===== config.mk =====
export PLATFORM = sky130hd
export DESIGN_NAME = fetch_unit
export DESIGN_NICKNAME = d
export VERILOG_FILES = /design/src/rtl/fetch_unit_pkg.sv /design/src/rtl/fetch_unit_hold_buf.sv /design/src/rtl/fetch_unit.sv
export SDC_FILE = /design/constraint.sdc
export NUM_CORES = 1
export LEC_CHECK = 0
export ABC_CLOCK_PERIOD_IN_PS = 3900
export CAP_MARGIN = 25
export CORE_UTILIZATION = 50
export DETAILED_ROUTE_END_ITERATION = 8
export PLACE_DENSITY = 0.87
export SETUP_SLACK_MARGIN = 0.3
export SYNTH_ARGS = -nofsm -noshare
export SYNTH_HDL_FRONTEND = slang
export SYNTH_HIERARCHICAL = 1
export SYNTH_SLANG_ARGS = --single-unit

===== constraint.sdc =====
create_clock -name clk -period 3.9 [get_ports clk]
set_input_delay 0.39 -clock clk [delete_from_list [all_inputs] [get_ports clk]]
set_output_delay 0.39 -clock clk [all_outputs]
set_load 0.02 [all_outputs]

===== src/rtl/fetch_unit_pkg.sv =====
// Shared widths, stall encoding, reset PC and bus layouts for the fetch stage.
package fetch_unit_pkg;

  localparam int STALL_W     = 2;
  localparam int IF_TO_ID_WD = 33;
  localparam int BR_WD       = 33;

  // stall vector bit positions and the two stall levels
  localparam int   STALL_PC = 0;
  localparam int   STALL_ID = 1;
  localparam logic STOP     = 1'b1;
  localparam logic NO_STOP  = 1'b0;

  localparam logic [31:0] FETCH_RESET_PC = 32'hBFBF_FFFC;

  typedef struct packed {
    logic        br_e;
    logic [31:0] br_addr;
  } br_bus_t;

  typedef struct packed {
    logic        ce;
    logic [31:0] pc;
  } if_to_id_t;

  function automatic logic [31:0] seq_pc(input logic [31:0] pc);
    return pc + 32'h4;
  endfunction

endpackage


===== src/rtl/fetch_unit_hold_buf.sv =====
// Holds the SRAM instruction while decode is stalled, so the word read in the
// first stall cycle is not lost when the SRAM output moves on.
module fetch_unit_hold_buf
  import fetch_unit_pkg::*;
(
  input  logic        clk,
  input  logic        rst,
  input  logic        stall_id,
  input  logic [31:0] rdata_in,
  output logic [31:0] inst_out
);

  logic        hold_valid;
  logic [31:0] hold_inst;

  always_ff @(posedge clk) begin
    if (rst) begin
      hold_valid <= 1'b0;
      hold_inst  <= 32'h0;
    end else if (stall_id == STOP) begin
      // capture only on the first stall cycle; later cycles keep that word
      if (!hold_valid) begin
        hold_valid <= 1'b1;
        hold_inst  <= rdata_in;
      end
    end else begin
      hold_valid <= 1'b0;
    end
  end

  assign inst_out = hold_valid ? hold_inst : rdata_in;

endmodule


===== src/rtl/fetch_unit.sv =====
// Fetch stage: PC register, redirect handling across stalls, SRAM interface.
// Optional misaligned-fetch check is enabled by defining FETCH_ADEL_CHECK_EN.
module fetch_unit
  import fetch_unit_pkg::*;
(
  input  logic                   clk,
  input  logic                   rst,
  input  logic [STALL_W-1:0]     stall,
  input  logic [BR_WD-1:0]       br_bus,
  input  logic [31:0]            inst_sram_rdata,
  output logic                   inst_sram_en,
  output logic [3:0]             inst_sram_wen,
  output logic [31:0]            inst_sram_addr,
  output logic [31:0]            inst_sram_wdata,
  output logic [IF_TO_ID_WD-1:0] if_to_id_bus,
  output logic [31:0]            id_inst,
  output logic                   fetch_adel
);

  br_bus_t     br;
  if_to_id_t   to_id;
  logic [31:0] pc;
  logic [31:0] next_pc;
  logic [31:0] pend_addr;
  logic        ce;
  logic        br_pend;
  logic        adel;

  assign br = br_bus_t'(br_bus);

  always_comb begin
    next_pc = seq_pc(pc);
    if (br.br_e) begin
      next_pc = br.br_addr;
    end else if (br_pend) begin
      next_pc = pend_addr;
    end
  end

  // A redirect arriving while the PC is stalled is parked until the stall lifts.
  always_ff @(posedge clk) begin
    if (rst) begin
      pc        <= FETCH_RESET_PC;
      ce        <= 1'b0;
      br_pend   <= 1'b0;
      pend_addr <= 32'h0;
    end else if (stall[STALL_PC] == NO_STOP) begin
      pc      <= next_pc;
      ce      <= 1'b1;
      br_pend <= 1'b0;
    end else if (br.br_e) begin
      br_pend   <= 1'b1;
      pend_addr <= br.br_addr;
    end
  end

`ifdef FETCH_ADEL_CHECK_EN
  assign adel = ce & (pc[1:0] != 2'b00);
`else
  assign adel = 1'b0;
`endif

  assign fetch_adel      = adel;
  assign inst_sram_en    = ce & ~adel;
  assign inst_sram_wen   = 4'b0000;
  assign inst_sram_addr  = pc;
  assign inst_sram_wdata = 32'h0;

  assign to_id.ce = ce & ~adel;
  assign to_id.pc = pc;
  assign if_to_id_bus = to_id;

  fetch_unit_hold_buf inst_hold_buf (
    .clk      (clk),
    .rst      (rst),
    .stall_id (stall[STALL_ID]),
    .rdata_in (inst_sram_rdata),
    .inst_out (id_inst)
  );

endmodule


==> metrics.log, run 1 <==
INFO  metric outcome = completed
INFO  metric cts_root_buffer = sky130_fd_sc_hd__clkbuf_16
INFO  metric timing.critical_path.from_type = flip-flop
INFO  metric worst_clock_skew = around 0.0086 ns
INFO  metric maxCapViolations = 0
INFO  metric grt_setup_unrepaired = false
INFO  metric grt_max_degree = 108
INFO  metric wire_length_after_detailed_routing = around 15 mm
INFO  metric synth.avg_cell_area = approximately 8.7 um^2
INFO  metric chipHeight = ~110 um
INFO  metric via_count_of_the_first_global_routing_pass = 5171
INFO  metric grt_use_total = between 20% and 30%
INFO  metric tightestPinTransition = between 1 and 1.5 ns
INFO  metric pwr_density_cell = approximately 400 nW/um^2
INFO  metric cp_slowest_cell = sky130_fd_sc_hd__buf_4
INFO  metric worstPathArrival = about 2.2 ns
INFO  metric grt.busiest_layer = met2
INFO  metric hp-class = reg2reg
INFO  metric setup-violations-final = 0
INFO  metric grt_pass1_wl = 24.7 mm
INFO  metric worst_r2r_path_cells = 5
INFO  metric power_leakage = ~2.8 nW
INFO  metric switching_power = just under 900 uW
INFO  metric timing.critical_path.to_type = output port
INFO  metric pwr-share-comb = 26.7%
INFO  metric power.ir.vdd_worst = around 0.22 mV
INFO  metric holdPathStages = 2
INFO  metric global_route.overflow_total = 0
INFO  metric floorplan.core_area = around 11000 um^2
INFO  metric portion_of_the_post_synthesis_area_used_by_sequential_elements = about a third
INFO  metric setup_tns = 0 ns
INFO  metric final_antenna_net_count = 0
INFO  metric avgRoutedWirePerCell = 16.5 um
INFO  metric yosys_warnings = 6
INFO  metric placed_cells = 906
INFO  metric via_count = between 5000 and 6000
INFO  metric worst_setup_hold_path_clk_slew = roughly 0.070 ns
INFO  metric timing_hold_violations_final = 0
INFO  metric drc = 0
INFO  metric drt-initial-drc-count = approximately 360
INFO  metric total_setup_buffers_inserted_after_cts = 0
INFO  metric cts_made_buffers = 9
INFO  metric fin_cells = approximately 900
INFO  metric critPathRequiredTime = about 3.5 ns
INFO  metric cts_resized = 0
INFO  metric switching_share = between 30% and 40%
INFO  metric grtUsageMet3 = under 10%
INFO  metric ys_dominant_reg_cell = sky130_fd_sc_hd__dfxtp_1
INFO  metric synth.cell_area = just under 6000 um^2
INFO  metric seq_area = approximately 2000 um^2
INFO  metric ys_ff_latch = about 100
INFO  metric timing_max_transition_violations_final = 0
INFO  metric total_power = slightly below 3 mW
INFO  metric internal_power_component = between 2 and 2.5 mW
INFO  metric via_per_inst = 5.76
INFO  metric gp_congestion = 0.823
INFO  metric cts.hold.buffers_added = 0
INFO  metric grt_antenna_before_repair = 0
INFO  metric layout.nets = between 800 and 900
INFO  metric final_cell_mix = sky130_fd_sc_hd__clkdlybuf4s50_1 (165), sky130_fd_sc_hd__dfxtp_1 (98), sky130_fd_sc_hd__nand2_1 (77)
INFO  metric max_slew_headroom = between 20% and 30%
INFO  metric floorplan.initialDensity = 51.4%
INFO  metric post_synth_edffs = 0
INFO  metric setup_cp_type = reg2out
INFO  metric grtUsageMet2 = approximately two fifths
INFO  metric clkPwrFrac = 33.7%
INFO  metric antenna_cells_inserted = 0
INFO  metric std_cell_rows = 39
INFO  metric post_route_fraction_of_the_period_consumed_by_the_critical_path = between 60% and 70%
INFO  metric cts-root-to-sink-buffers = 2
INFO  metric timing.critical_path.slowest_cell_delay = around 0.61 ns
INFO  metric path_max_fanout = 63
INFO  metric tritoncts = yes
INFO  metric dp.final_hpwl = ~11 mm
INFO  metric fmaxAchievable = ~0.38 GHz
INFO  metric chip_width = around 110 um
INFO  metric asyncSetResetFlopFracSynth = 0%
INFO  metric period_needed = between 2 and 3 ns
INFO  metric post_synth_inst_count = 676
INFO  metric multiInputGateArea = 3160 um^2
INFO  metric cells_along_the_critical_path = buf_4 -> mux2_2 -> clkdlybuf4s50_1
INFO  metric cts-htree-levels = 3
INFO  metric clock-sinks = 99
INFO  metric area.growth.synth_to_final = 26.0%
INFO  metric p_seq_share = about two fifths
INFO  metric post_route_cells_drive_above_1_share = a little under a tenth
INFO  metric design.die.area = 12200 um^2
INFO  metric drt-pass1-iter-count = 6
INFO  metric mostFrequentLayoutCell = sky130_fd_sc_hd__clkdlybuf4s50_1
INFO  metric clock_latency_on_the_worst_skew_pair = around 0.34 ns
INFO  metric placement.io_buffers = 166
INFO  metric final.fill_count = 934
INFO  metric globalRouteMet1Util = a little under 30%
INFO  metric yosys.cell_types.count = 54
INFO  metric io_pins = roughly 200
==> cell families (layout without fill, tap and decap cells) <==
group,after synthesis,after routing,synth area share (%)
and+or+nand+nor,230,230,23.7
DFF,99,99,33.6
muxes,34,34,8.36
buffers and inverters,133,201,15.0
other,1,37,0.0636
AOI/OAI and AO/OA,178,178,19.0
adders and majority gates,1,1,0.212
==> power groups by stage <==
stage                     clock network [mW]  registers [mW]  logic (mW)
after floorplan                            0            1.19       0.506
after detailed placement                   0            1.17       0.763
after global routing                    1.03            1.16       0.824
final                                  0.977            1.15       0.774
after global placement                     0            1.16       0.745
after CTS                              0.996            1.15       0.768
==> Yosys cell counts (all sizes together) (7+ instances only) <==
cell type   n  area (um^2)
clkbuf     25         93.8
nand3      16          103
a31oi       8         50.1
o22a        8         70.1
buf        97          752
dfxtp      99         1980
nor3        7         35.0
nand4       8         50.1
o21ai      46          230
inv        11         41.3
a221o      12          120
and3        8         51.3
a221oi     12          105
nand2      77          289
a2bb2oi     7         61.3
nand4bb    32          365
mux2       32          473
nand2b     38          238
nor2       29          131
a21oi      69          345
==> registers in the layout (all words and copies together) (netlist names) <==
| register | cells |
|---|---|
| pend_addr | 32 |
| inst_hold_buf/hold_inst | 32 |
| inst_sram_addr | 32 |
| br_pend | 1 |
| inst_sram_en | 1 |
| inst_hold_buf/hold_valid | 1 |
==> per-layer routing <==
layer | routed length [um] | vias up
met2 | 7460 | 300
met5 | 0 | -
li1 | - | 2513
met3 | 1330 | 33
met1 | 6060 | 2473
met4 | 369 | 0
==> area by class of cell <==
| type | instances | area share (%) |
|---|---|---|
| multi-input combinational | 480 | 42.6 |
| sequential | 99 | 26.7 |
| timing repair buffer | 174 | 23.4 |
| clock buffer | 11 | 3.27 |
| tap | 143 | 2.41 |
| clock inverter | 5 | 1.15 |
| inverter | 11 | 0.556 |
==> through the flow <==
| step | setup WS [ns] | hold slack [ns] | util (%) | area [um^2] |
|---|---|---|---|---|
| floorplan | 2.10 | 0.431 | - | 6030 |
| global placement | 1.38 | 0.441 | 61.7 | 7070 |
| detailed placement | 1.30 | 0.443 | 61.7 | 7070 |
| CTS | 1.24 | 0.453 | 64.5 | 7400 |
| global route | 1.15 | 0.466 | 64.8 | 7430 |
| finish | 1.27 | 0.452 | 64.8 | 7430 |
==> worst max-delay path, delay by kind of cell (launching register included) <==
family                 cells  cell delay (ns)
multiplexers               1             0.40
flip-flops                 1             0.34
buffers and inverters      2             1.14
==> final timing paths <==
| kind | start | to | slack, ns |
|---|---|---|---|
| max | inst_hold_buf/hold_valid | id_inst[28] | 1.27 |
| min | pend_addr[0] | pend_addr[0] | 0.45 |
| max reg2reg | br_pend | inst_sram_addr[31] | 1.64 |
| min reg2reg | pend_addr[0] | pend_addr[0] | 0.45 |
Note: power is estimated with default switching activity, not from simulation.
==> run 2, diff against run 1 <==
ABC_CLOCK_PERIOD_IN_PS = 2150   (was 3900)
CORE_UTILIZATION = 42   (was 50)
PLACE_DENSITY = 0.78   (was 0.87)
clock period = 2.15 ns   (was 3.9 ns; I/O delays follow)
==> run 2 against run 1 <==
  * Register-to-register slack lost 1.3 ns
  * Cell area rose by 2.6%
  * Combinational power up 85%
  * Critical endpoint is now id_inst[10]
  * Via count decreased by 0.15%
  * Non-clock buffer count is 20 higher
  * Clock power grew 68%
  * Largest power group unchanged
==> metrics.log, run 2 (same netlist as run 1, synthesis figures left out) <==
INFO  metric setup-violations-final = 0 (unchanged)
INFO  metric worst_setup_hold_path_clk_slew = 0.07 ns (about the same)
INFO  metric placed_cells = 953 (was 906)
INFO  metric avgRoutedWirePerCell = 15.8 um (was 16.5 um)
INFO  metric tritoncts = yes (unchanged)
INFO  metric place_worst_setup_slack = 0.188 ns (was 1.30 ns)
INFO  metric final_cell_mix = sky130_fd_sc_hd__clkdlybuf4s50_1 (133), sky130_fd_sc_hd__dfxtp_1 (93), sky130_fd_sc_hd__nand2_1 (77) (was sky130_fd_sc_hd__clkdlybuf4s50_1 (165), sky130_fd_sc_hd__dfxtp_1 (98), sky130_fd_sc_hd__nand2_1 (77))
INFO  metric worstPathArrival = 1.58 ns (was 2.24 ns)
INFO  metric path_max_fanout = 29 (was 63)
INFO  metric design.die.area = 14500 um^2 (was 12200 um^2)
INFO  metric worst_clock_skew = 0.00816 ns (was 0.00861 ns)
INFO  metric via_count = 5311 (was 5319)
INFO  metric floorplan.initialDensity = 43.8% (was 51.4%)
INFO  metric power_leakage = 3.00 nW (was 2.84 nW)
INFO  metric grt_antenna_before_repair = 1 (was 0)
INFO  metric timing_hold_violations_final = 0 (unchanged)
INFO  metric timing.critical_path.from_type = flip-flop (unchanged)
INFO  metric via_per_inst = 5.45 (was 5.76)
INFO  metric hp-class = in2reg (was reg2reg)
INFO  metric final_antenna_net_count = 0 (unchanged)
INFO  metric worst_slack = 0.352 ns (was 1.27 ns)
INFO  metric area.growth.synth_to_final = 29.4% (was 26.0%)
INFO  metric antenna_cells_inserted = 0 (unchanged)
INFO  metric chipHeight = 120 um (was 111 um)
INFO  metric drc = 0 (unchanged)
INFO  metric gp_congestion = 0.834 (was 0.823)
INFO  metric timing_max_transition_violations_final = 0 (unchanged)
INFO  metric layout.nets = 865 (was 845)
INFO  metric critPathRequiredTime = 1.93 ns (was 3.51 ns)
INFO  metric grt_setup_unrepaired = true (was false)
INFO  metric post_route_cells_drive_above_1_share = 12.3% (was 9.10%)
INFO  metric chip_width = 120 um (was 111 um)
INFO  metric std_cell_rows = 42 (was 39)
INFO  metric wire_length_after_detailed_routing = 15.4 mm (was 15.2 mm)
INFO  metric cts_root_buffer = sky130_fd_sc_hd__clkbuf_16 (unchanged)
INFO  metric power.ir.vdd_worst = 0.521 mV (was 0.223 mV)
INFO  metric period_needed = about 1.8 ns
INFO  metric drt-pass1-iter-count = 6 (unchanged)
INFO  metric tightestPinTransition = 0.594 ns (was 1.05 ns)
INFO  metric total_power = 5.17 mW (was 2.90 mW)
INFO  metric cts-htree-levels = 3 (unchanged)
INFO  metric post_route_fraction_of_the_period_consumed_by_the_critical_path = between 80% and 90%
INFO  metric pwr_density_cell = 678 nW/um^2 (was 391 nW/um^2)
INFO  metric setup_tns = 0 ns (unchanged)
INFO  metric via_count_of_the_first_global_routing_pass = 4779 (was 5171)
INFO  metric mostFrequentLayoutCell = sky130_fd_sc_hd__clkdlybuf4s50_1 (unchanged)
INFO  metric fmaxAchievable = 0.556 GHz
INFO  metric cts-root-to-sink-buffers = 2 (unchanged)
INFO  metric final_cell_area = 7630 um^2 (was 7430 um^2)
INFO  metric max_slew_headroom = 60.4% (was 29.7%)
INFO  metric io_pins = 204 (unchanged)
INFO  metric grt_use_total = 20.8% (was 24.4%)
INFO  metric cts_made_buffers = 9 (unchanged)
INFO  metric dp.final_hpwl = 10.5 mm (was 10.6 mm)
INFO  metric drt-initial-drc-count = 391 (was 361)
INFO  metric grt_max_degree = 78 (was 108)
INFO  metric grt_pass1_wl = 24.1 mm (was 24.7 mm)
INFO  metric outcome = completed (unchanged)
INFO  metric fin_cells = 975 (was 923)
INFO  metric timing.critical_path.to_type = output port (unchanged)
INFO  metric clock_latency_on_the_worst_skew_pair = 0.35 ns (was 0.34 ns)
INFO  metric global_route.overflow_total = 0 (unchanged)
INFO  metric placed_cell_area = 7290 um^2 (was 7070 um^2)
INFO  metric setup_cp_type = reg2out (unchanged)
INFO  metric clock-sinks = 99 (unchanged)
INFO  metric maxCapViolations = 0 (unchanged)
INFO  metric placement.io_buffers = 166 (unchanged)
INFO  metric floorplan.core_area = 13500 um^2 (was 11500 um^2)
run 2: cell count changes in the layout (fill, tap and decap cells not counted), sizes merged:
cell	previous run	this run
clkdlybuf4s50	165	133
dlygate4sd2	0	32
buf	9	29
clkbuf	11	9
inv	12	14
bufinv	2	1
run 2: worst max-delay path, cell delays in order (launching register included):
cell and delay [ns]:
sky130_fd_sc_hd__dfxtp_4 0.39, sky130_fd_sc_hd__buf_12 0.19, sky130_fd_sc_hd__mux2_4 0.32, sky130_fd_sc_hd__dlygate4sd2_1 0.32
run 2: worst paths after layout:
check,start,end,slack (ns),cells past startpoint
setup / recovery,inst_hold_buf/hold_valid,id_inst[10],0.35,3
hold reg to reg,pend_addr[0],pend_addr[0],0.45,2
hold / removal,rst,pend_addr[18],0.39,3
setup reg to reg,inst_sram_addr[6],inst_sram_addr[22],0.39,5
run 2: metal layers:
metal | routed length (um) | GRT usage [%] | vias up | share of wire [%]
met5 | 13 | 0 | - | 0.085
met4 | 297 | 6.94 | 2 | 1.9
met3 | 1540 | 7.31 | 28 | 10
met2 | 7200 | 33.3 | 276 | 47
met1 | 6330 | 25.9 | 2461 | 41
li1 | - | - | 2544 | -
run 2: layout make-up:
cell class	instances	area, um^2
Multi-Input combinational cell	480	3180
Clock buffer	9	225
Fill cell	1251	5830
Clock inverter	6	72.6
Inverter	11	41.3
Tap cell	176	220
Sequential cell	99	2000
Timing Repair Buffer	194	1890
run 2: report_power, final:
part / internal, mW / switching (mW)
combinational: 0.683 / 0.752
sequential: 1.96 / 0.132
clock: 0.911 / 0.734
run 2: repair_timing:
item	in CTS	in global routing
endpoints found under the setup margin	37	16
pin swaps	1	3
buffers inserted	3	4
resized for setup	35	8
hold endpoints to repair	0	0
hold buffers	0	0
run 2: per-stage QoR:
stage	hold slack, ns	util [%]
after global placement	0.441	54.2
after CTS	0.379	56.3
after floorplan	0.351	-
after detailed placement	0.442	54.2
final	0.392	56.7
after global routing	0.400	56.7
